<file path="config.mk">
export PLATFORM = sky130hd
export DESIGN_NAME = core_if_ifu
export DESIGN_NICKNAME = d
export VERILOG_FILES = /design/src/rtl/core_if_ifu.sv
export SDC_FILE = /design/constraint.sdc
export NUM_CORES = 1
export LEC_CHECK = 0
export ABC_AREA = 1
export CORE_MARGIN = 10
export CORE_UTILIZATION = 46
export CTS_BUF_LIST = sky130_fd_sc_hd__clkbuf_4
export DETAILED_ROUTE_END_ITERATION = 16
export PLACE_DENSITY_LB_ADDON = 0.15
export SYNTH_ARGS = -nofsm -noshare
export SYNTH_HDL_FRONTEND = slang
export SYNTH_SLANG_ARGS = --single-unit
export TNS_END_PERCENT = 5
</file>
<file path="constraint.sdc">
create_clock -name clk -period 2.1 [get_ports clk]
set_clock_uncertainty 0.1 [all_clocks]
set_input_delay 0.42 -clock clk [delete_from_list [all_inputs] [get_ports clk]]
set_output_delay 0.42 -clock clk [all_outputs]
set_load 0.01 [all_outputs]
</file>
<file path="src/rtl/core_if_ifu.sv">
// Instruction fetch unit: one outstanding memory request, a single-entry output
// buffer toward decode, and redirect handling that drops stale responses.
`ifndef CORE_PC_WIDTH
`define CORE_PC_WIDTH 32
`endif
`ifndef CORE_INST_WIDTH
`define CORE_INST_WIDTH 32
`endif

module core_if_ifu #(
    parameter logic [`CORE_PC_WIDTH-1:0] RESET_PC = 32'h8000_0000
) (
    input  logic                        clk,
    input  logic                        rst_n,
    input  logic                        i_redirect,
    input  logic [`CORE_PC_WIDTH-1:0]   i_redirect_pc,
    output logic                        o_ifu_req_valid,
    input  logic                        i_ifu_req_ready,
    output logic [`CORE_PC_WIDTH-1:0]   o_ifu_req_addr,
    input  logic                        i_ifu_rsp_valid,
    input  logic [`CORE_INST_WIDTH-1:0] i_ifu_rsp_inst,
    output logic                        valid_out,
    input  logic                        ready_out,
    output logic [`CORE_PC_WIDTH-1:0]   o_pc,
    output logic [`CORE_INST_WIDTH-1:0] o_inst
);

    typedef enum logic [1:0] {
        ST_RST  = 2'd0,
        ST_REQ  = 2'd1,
        ST_WAIT = 2'd2,
        ST_FULL = 2'd3
    } state_t;

    state_t                       state, state_nxt;
    logic [`CORE_PC_WIDTH-1:0]    pc_reg, pc_nxt;
    logic [`CORE_PC_WIDTH-1:0]    out_pc, out_pc_nxt;
    logic [`CORE_INST_WIDTH-1:0]  out_inst, out_inst_nxt;
    logic                         drop, drop_nxt;
    logic [`CORE_PC_WIDTH-1:0]    redirect_target;
    logic                         redirect_lsb_unused;

    // Fetch addresses are always word aligned; the low target bits are dropped.
    assign redirect_target     = {i_redirect_pc[`CORE_PC_WIDTH-1:2], 2'b00};
    assign redirect_lsb_unused = ^i_redirect_pc[1:0];

    always_comb begin
        // NOTE: every output of this block gets a default first so no path infers a latch.
        state_nxt    = state;
        pc_nxt       = pc_reg;
        out_pc_nxt   = out_pc;
        out_inst_nxt = out_inst;
        drop_nxt     = drop;

        unique case (state)
            ST_RST: begin
                state_nxt = ST_REQ;
                if (i_redirect) pc_nxt = redirect_target;
            end
            ST_REQ: begin
                if (i_redirect) begin
                    pc_nxt = redirect_target;
                    // The old-address request still went out; its response must be discarded.
                    if (i_ifu_req_ready) begin
                        state_nxt = ST_WAIT;
                        drop_nxt  = 1'b1;
                    end
                end else if (i_ifu_req_ready) begin
                    state_nxt = ST_WAIT;
                end
            end
            ST_WAIT: begin
                if (i_redirect) begin
                    pc_nxt = redirect_target;
                    if (i_ifu_rsp_valid) begin
                        state_nxt = ST_REQ;
                        drop_nxt  = 1'b0;
                    end else begin
                        drop_nxt  = 1'b1;
                    end
                end else if (i_ifu_rsp_valid) begin
                    if (drop) begin
                        state_nxt = ST_REQ;
                        drop_nxt  = 1'b0;
                    end else begin
                        state_nxt    = ST_FULL;
                        out_pc_nxt   = pc_reg;
                        out_inst_nxt = i_ifu_rsp_inst;
                        pc_nxt       = pc_reg + `CORE_PC_WIDTH'(4);
                    end
                end
            end
            ST_FULL: begin
                if (i_redirect) begin
                    pc_nxt    = redirect_target;
                    state_nxt = ST_REQ;
                end else if (ready_out) begin
                    state_nxt = ST_REQ;
                end
            end
            default: state_nxt = ST_RST;
        endcase
    end

    always_ff @(posedge clk) begin
        // NOTE: sequential state uses non-blocking assignments so every register samples pre-edge values.
        if (!rst_n) begin
            state    <= ST_RST;
            pc_reg   <= RESET_PC;
            out_pc   <= '0;
            out_inst <= '0;
            drop     <= 1'b0;
        end else begin
            state    <= state_nxt;
            pc_reg   <= pc_nxt;
            out_pc   <= out_pc_nxt;
            out_inst <= out_inst_nxt;
            drop     <= drop_nxt;
        end
    end

    assign o_ifu_req_valid = (state == ST_REQ);
    assign o_ifu_req_addr  = pc_reg;
    assign valid_out       = (state == ST_FULL) & ~i_redirect;
    assign o_pc            = out_pc;
    assign o_inst          = out_inst;

endmodule

</file>
==> reports/qor.yml, run 1 <==
synth_top_area_share_pct: 41.7
slew_viol_final: 0
grt_start_max_net_pins: 53
final.period_utilization_pct: 97.4
wl_per_cell_um: 15.1
critPathSlowestCell: "clkdlybuf4s50_1"
dp_hpwl_um: 11400
rr_startpoint: "state[0]"
yosys.area.top_type: "dfxtp_1"
rows: 36
synth_edf_count: 0
critPathLaunch: "o_ifu_req_addr[11]"
min_period_ps: 2050
dp.cells: 968
async_reset_ff_share_pct: 0
yosysMostFrequentCell: "nand2_1"
synth.ff_latch_count: 95
cts_tree: "built"
path_depth: 1
finalHoldViolCount: 0
total_power_w: 0.00385
rrSetupSlack_ps: 240
min_path_type: "in2reg"
port_buffers: 161
avgSynthCellArea_um2: 6.61
die_w_um: 120
critPathLaunchType: "flip-flop"
fin_cells: 984
multi_input_area_mm2: 0.00225
drt_iter0_markers: 309
r2r-end: "o_inst[5]"
ant_nets: 0
clock_path_buffers: 2
synthTopCellsByCount: "nand2_1, nor2_1, o21ai_0"
n_antenna_cell: 0
cp.required_ps: 1580
crit_path_end_kind: "output pin"
drt_pass1_iterations: 5
synth-seq-area-share_pct: 41.7
drv_cap: 0
gp_congestion: 0.906
status: "completed"
max_freq_mhz: 489
clk_pin_slew_ps: 150
dieArea_mm2: 0.0143
setup_violations: 0
synthDistinctLibCells: 27
grt_pass1_vias: 4857
yosysWarnings: 0
die_h_um: 120
powerDensity_mw_per_mm2: 592
start_util_pct: 46.9
antenna_found_initial: 0
holdWs_ps: 219
crit_chain: "clkdlybuf4s50_1"
grt_overflow_total: 0
core_area_mm2: 0.00973
vias: 4986
critical_path.top_delay_family: "buffers and inverters"
worst_ir_drop_vdd_mv: 0.351
crit_fanout: 7
crit_arrival_ps: 1530
synth_area_mm2: 0.00456
final_util_pct: 66.7
syn_inst: 690
layout.nets: 920
ios: 168
yosys-top-cells-area: "dfxtp_1, nand2_1, o21ai_0, nor2_1, a21oi_1"
regArea_mm2: 0.00192
viasPerCell: 5.07
num-fill-cells: 896
final_layout_size_suffix_gt1_share_pct: 7.99
cts_sinks: 95
cts_buffers: 9
grt_use_total_pct: 20.4
ys.flop_type: "dfxtp_1"
route.detailed.drc: 0
hold_buffers: 0
htreeDepth: 3
grt_pass1_wl_um: 24200
endpoint: "o_ifu_req_addr[11]"
area_delta_synth_final_pct: 42.3
finalSetupTns_ps: 0
critPathMaxStageDelay_ps: 620
rsz0062_at_grt: "false"
wirelength_um: 14900
cts-root-buf: "clkbuf_4"
ff2ff_path_depth: 10
power_leakage_nw: 2.67
clock_latency_ps: 450
cp_num_buf_inv: 1
critPathKind: "reg2out"
routing by layer:
layer / wire length, um / track usage [%]
met1: 5980 / 23.4
met2: 7020 / 33.2
met3: 1570 / 8.72
met4: 283 / 7.24
met5: 0 / 0
power breakdown:
group	total [W]	switching [W]	internal, W
clock	0.000904	0.000633	0.000271
combinational	0.000891	0.000436	0.000455
sequential	0.00205	0.000122	0.00193
total	0.00385	0.00119	0.00265
sequential cells by signal (all words and copies together), names as in the netlist:
signal          flops
o_ifu_req_addr     30
o_inst             32
state               2
o_pc               30
drop                1
through the flow:
stage | cell area (um^2) | setup WS, ps
6_report | 6490 | 53.7
5_1_grt | 6490 | 2.73
4_1_cts | 6480 | 1.81
2_1_floorplan | 4570 | 422
3_3_place_gp | 6360 | 47.8
3_5_place_dp | 6360 | -4.17
cell usage in the layout, fill, tap and decap left out, types with 4 or more instances in the layout:
| cell | count |
|---|---|
| buf_4 | 14 |
| clkbuf_4 | 11 |
| nor2_1 | 133 |
| inv_2 | 5 |
| inv_1 | 58 |
| o21ai_0 | 100 |
| a31oi_1 | 12 |
| ha_1 | 4 |
| nand3_1 | 38 |
| nand2_1 | 135 |
| dfxtp_1 | 82 |
| dfxtp_2 | 13 |
| buf_12 | 4 |
| clkdlybuf4s50_1 | 157 |
| conb_1 | 4 |
| a21oi_1 | 45 |
worst min-delay path by stage:
stage	from	to	slack, ps	cells past startpoint
floorplan	drop	drop	370	2
global placement	state[1]	state[1]	380	2
detailed placement	o_inst[8]	o_inst[8]	400	2
CTS	rst_n	o_pc[11]	210	3
global route	rst_n	o_pc[15]	230	3
finish	rst_n	o_ifu_req_addr[16]	220	3
timing repair:
action	in CTS	in global routing
endpoints found under the setup margin	5	9
setup buffers	0	0
gates resized for setup	7	9
final cells by class:
type,count,area share [%]
Tap cell,133,2.56
Sequential cell,95,29.5
Timing Repair Buffer,179,27.6
Clock inverter,5,0.540
Clock buffer,11,1.27
Multi-Input combinational cell,496,34.7
Inverter,65,3.76
cell families (layout without fill, tap and decap cells):
kind of cell             after synthesis  count (layout)  synth area share [%]
AND/OR/NAND/NOR                      323             323                  28.9
AO/OA/AOI/OAI                        162             162                  18.4
buffers and inverters                102             260                  9.24
flip-flops                            95              95                  41.7
adder cells (fa/ha/maj)                4               4                  1.10
XOR/XNOR                               3               3                 0.576
other                                  1               4                0.0822
worst min-delay path, cell delays in order:
cell,delay [ps]
buf_2,190
o21ai_0,100
a21oi_1,40
Power figures use the tool's default switching activity.
==> run 2, diff against run 1 <==
--- a/config.mk
+++ b/config.mk
@@ -6,11 +6,13 @@
 export NUM_CORES = 1
 export LEC_CHECK = 0
 export ABC_AREA = 1
+export CORE_ASPECT_RATIO = 1.25
 export CORE_MARGIN = 10
 export CORE_UTILIZATION = 46
 export CTS_BUF_LIST = sky130_fd_sc_hd__clkbuf_4
 export DETAILED_ROUTE_END_ITERATION = 16
 export PLACE_DENSITY_LB_ADDON = 0.15
+export SLEW_MARGIN = 20
 export SYNTH_ARGS = -nofsm -noshare
 export SYNTH_HDL_FRONTEND = slang
 export SYNTH_SLANG_ARGS = --single-unit
==> run 2 against run 1 <==
Sequential cell count stayed put. Via count is 1.9% lower. Power is 4.8% higher. Core utilization is 0.61 points higher. Count of clock-buffer cells in the layout is 2 lower. Sequential share of layout area is 0.076 points lower. Routed wire length is 0.15% lower. Worst hold slack worse by 97 ps. Critical path depth stayed put. Maximum frequency is 1.5% higher. Cell count is 0.71% lower. Largest cell class unchanged. Largest power group unchanged.
==> reports/qor.yml, run 2 (synthesis gave the netlist of run 1 again) <==
status: "completed"
num-fill-cells: 869  # -3.0%
finalSetupTns_ps: 0  # unchanged
crit_chain: "clkdlybuf4s50_1"
grt_start_max_net_pins: 61  # +15%
drv_cap: 0  # unchanged
clk_pin_slew_ps: 150  # about the same
grt_overflow_total: 0  # unchanged
layout.nets: 920  # unchanged
sw_frac_of_total_pct: 29.2  # -1.7 points
total_power_w: 0.00403  # +4.8%
antenna_found_initial: 0  # unchanged
power_leakage_nw: 2.66  # -0.25%
worst_ir_drop_vdd_mv: 0.413  # +17%
ios: 168  # unchanged
setup_violations: 0  # unchanged
dp_hpwl_um: 11400  # -0.49%
n_antenna_cell: 0  # unchanged
critPathMaxStageDelay_ps: 590  # -30 ps
cp_num_buf_inv: 1  # unchanged
endpoint: "o_ifu_req_addr[5]"
path_depth: 1  # unchanged
grt_pass1_wl_um: 23400  # -3.3%
gp_congestion: 0.931  # +2.7%
p_switching_w: 0.00118  # -1.0%
final.period_utilization_pct: 96.0  # -1.4 points
drt_iter0_markers: 231  # -25%
final_cell_mix: "clkdlybuf4s50_1, nand2_1, nor2_1"
ant_nets: 0  # unchanged
powerDensity_mw_per_mm2: 620  # +4.6%
route.detailed.drc: 0  # unchanged
crit_arrival_ps: 1500  # -30 ps
final_layout_size_suffix_gt1_share_pct: 7.64  # -0.35 points
critPathSlowestCell: "clkdlybuf4s50_1"
wl_per_cell_um: 15.2  # +0.57%
area_delta_synth_final_pct: 42.6
r2r-end: "o_inst[14]"
grt_use_total_pct: 20.0  # -0.34 points
viasPerCell: 5.01  # -1.2%
critical_path.top_delay_family: "buffers and inverters"
hold_buffers: 0  # unchanged
ff2ff_path_depth: 10  # unchanged
grt_pass1_vias: 4790  # -1.4%
wirelength_um: 14800  # -0.15%
die_h_um: 131  # +9.8%
crit_path_end_kind: "output pin"
largest_reg_flops: 32  # unchanged
crit_fanout: 6  # -1
rows: 40  # +11%
p_int_w: 0.00285  # +7.5%
critPathKind: "reg2out"
combPwrFrac_pct: 22.0  # -1.2 points
finalHoldViolCount: 0  # unchanged
critPathLaunch: "o_ifu_req_addr[5]"
cts_tree: "built"
final_util_pct: 67.3  # +0.61 points
clkPwrFrac_pct: 27.2  # +3.7 points
slew_viol_final: 0  # unchanged
port_buffers: 161  # unchanged
cts_buffers: 9  # unchanged
cts-root-buf: "clkbuf_4"
clock_path_buffers: 2  # unchanged
cp.required_ps: 1580  # about the same
final_common_cell: "clkdlybuf4s50_1"
clock_latency_ps: 450  # about the same
cts_sinks: 95  # unchanged
min_period_ps: 2020  # -30.1 ps
vias: 4892  # -1.9%
seqPwrFrac_pct: 50.8  # -2.5 points
die_w_um: 109  # -8.8%
min_path_type: "in2reg"
drt_pass1_iterations: 4  # -1
critPathLaunchType: "flip-flop"
rsz0062_at_grt: "false"
core_area_mm2: 0.00966  # -0.72%
rrSetupSlack_ps: 280  # +40 ps
max_freq_mhz: 496  # +1.5%
rr_startpoint: "state[0]"
start_util_pct: 47.2  # +0.34 points
dieArea_mm2: 0.0143  # +0.17%
htreeDepth: 3  # unchanged
run 2: metal layers:
metal	part of all wire, %	vias up	track usage (%)
li1	-	2520	-
met5	0	-	0
met2	49	153	34.4
met1	37	2195	20.4
met4	2.3	0	7.86
met3	11	24	9.00
run 2: repair_timing:
action                     4_1_cts  5_1_grt
setup buffers                    0        0
gates resized for setup         10        4
setup endpoints to repair        9        4
pin swaps                        0        0
run 2: metrics by stage:
stage | cell area [um^2] | worst slack [ps] | hold slack, ps | instances
after detailed placement | 6340 | 5.11 | 396 | 961
after global routing | 6500 | 2.95 | 130 | 977
after floorplan | 4570 | 422 | 367 | 693
final | 6500 | 83.7 | 122 | 977
after CTS | 6500 | 11.9 | 105 | 977
after global placement | 6340 | 33.9 | 377 | 961
run 2: final cells by class:
class	instances	area (um^2)	share of cell area (%)
Clock buffer	9	67.6	1.04
Tap cell	126	158	2.42
Timing Repair Buffer	179	1780	27.3
Sequential cell	95	1920	29.5
Multi-Input combinational cell	496	2250	34.7
Inverter	65	244	3.75
Clock inverter	7	87.6	1.35
run 2: worst min-delay path by stage:
stage             start         end  depth (start not counted)
2_1_floorplan      drop        drop                          2
3_3_place_gp   state[1]    state[1]                          2
3_5_place_dp   state[1]    state[1]                          2
4_1_cts           rst_n  o_inst[21]                          3
5_1_grt           rst_n  o_inst[21]                          3
6_report          rst_n  o_inst[21]                          3
run 2: power groups by stage:
stage | clock (W) | combinational [W] | sequential (W)
after CTS | 0.00111 | 0.000895 | 0.00205
after detailed placement | 0 | 0.000894 | 0.00208
after floorplan | 0 | 0.000370 | 0.00211
after global placement | 0 | 0.000875 | 0.00207
final | 0.00110 | 0.000888 | 0.00205
after global routing | 0.00118 | 0.000980 | 0.00207
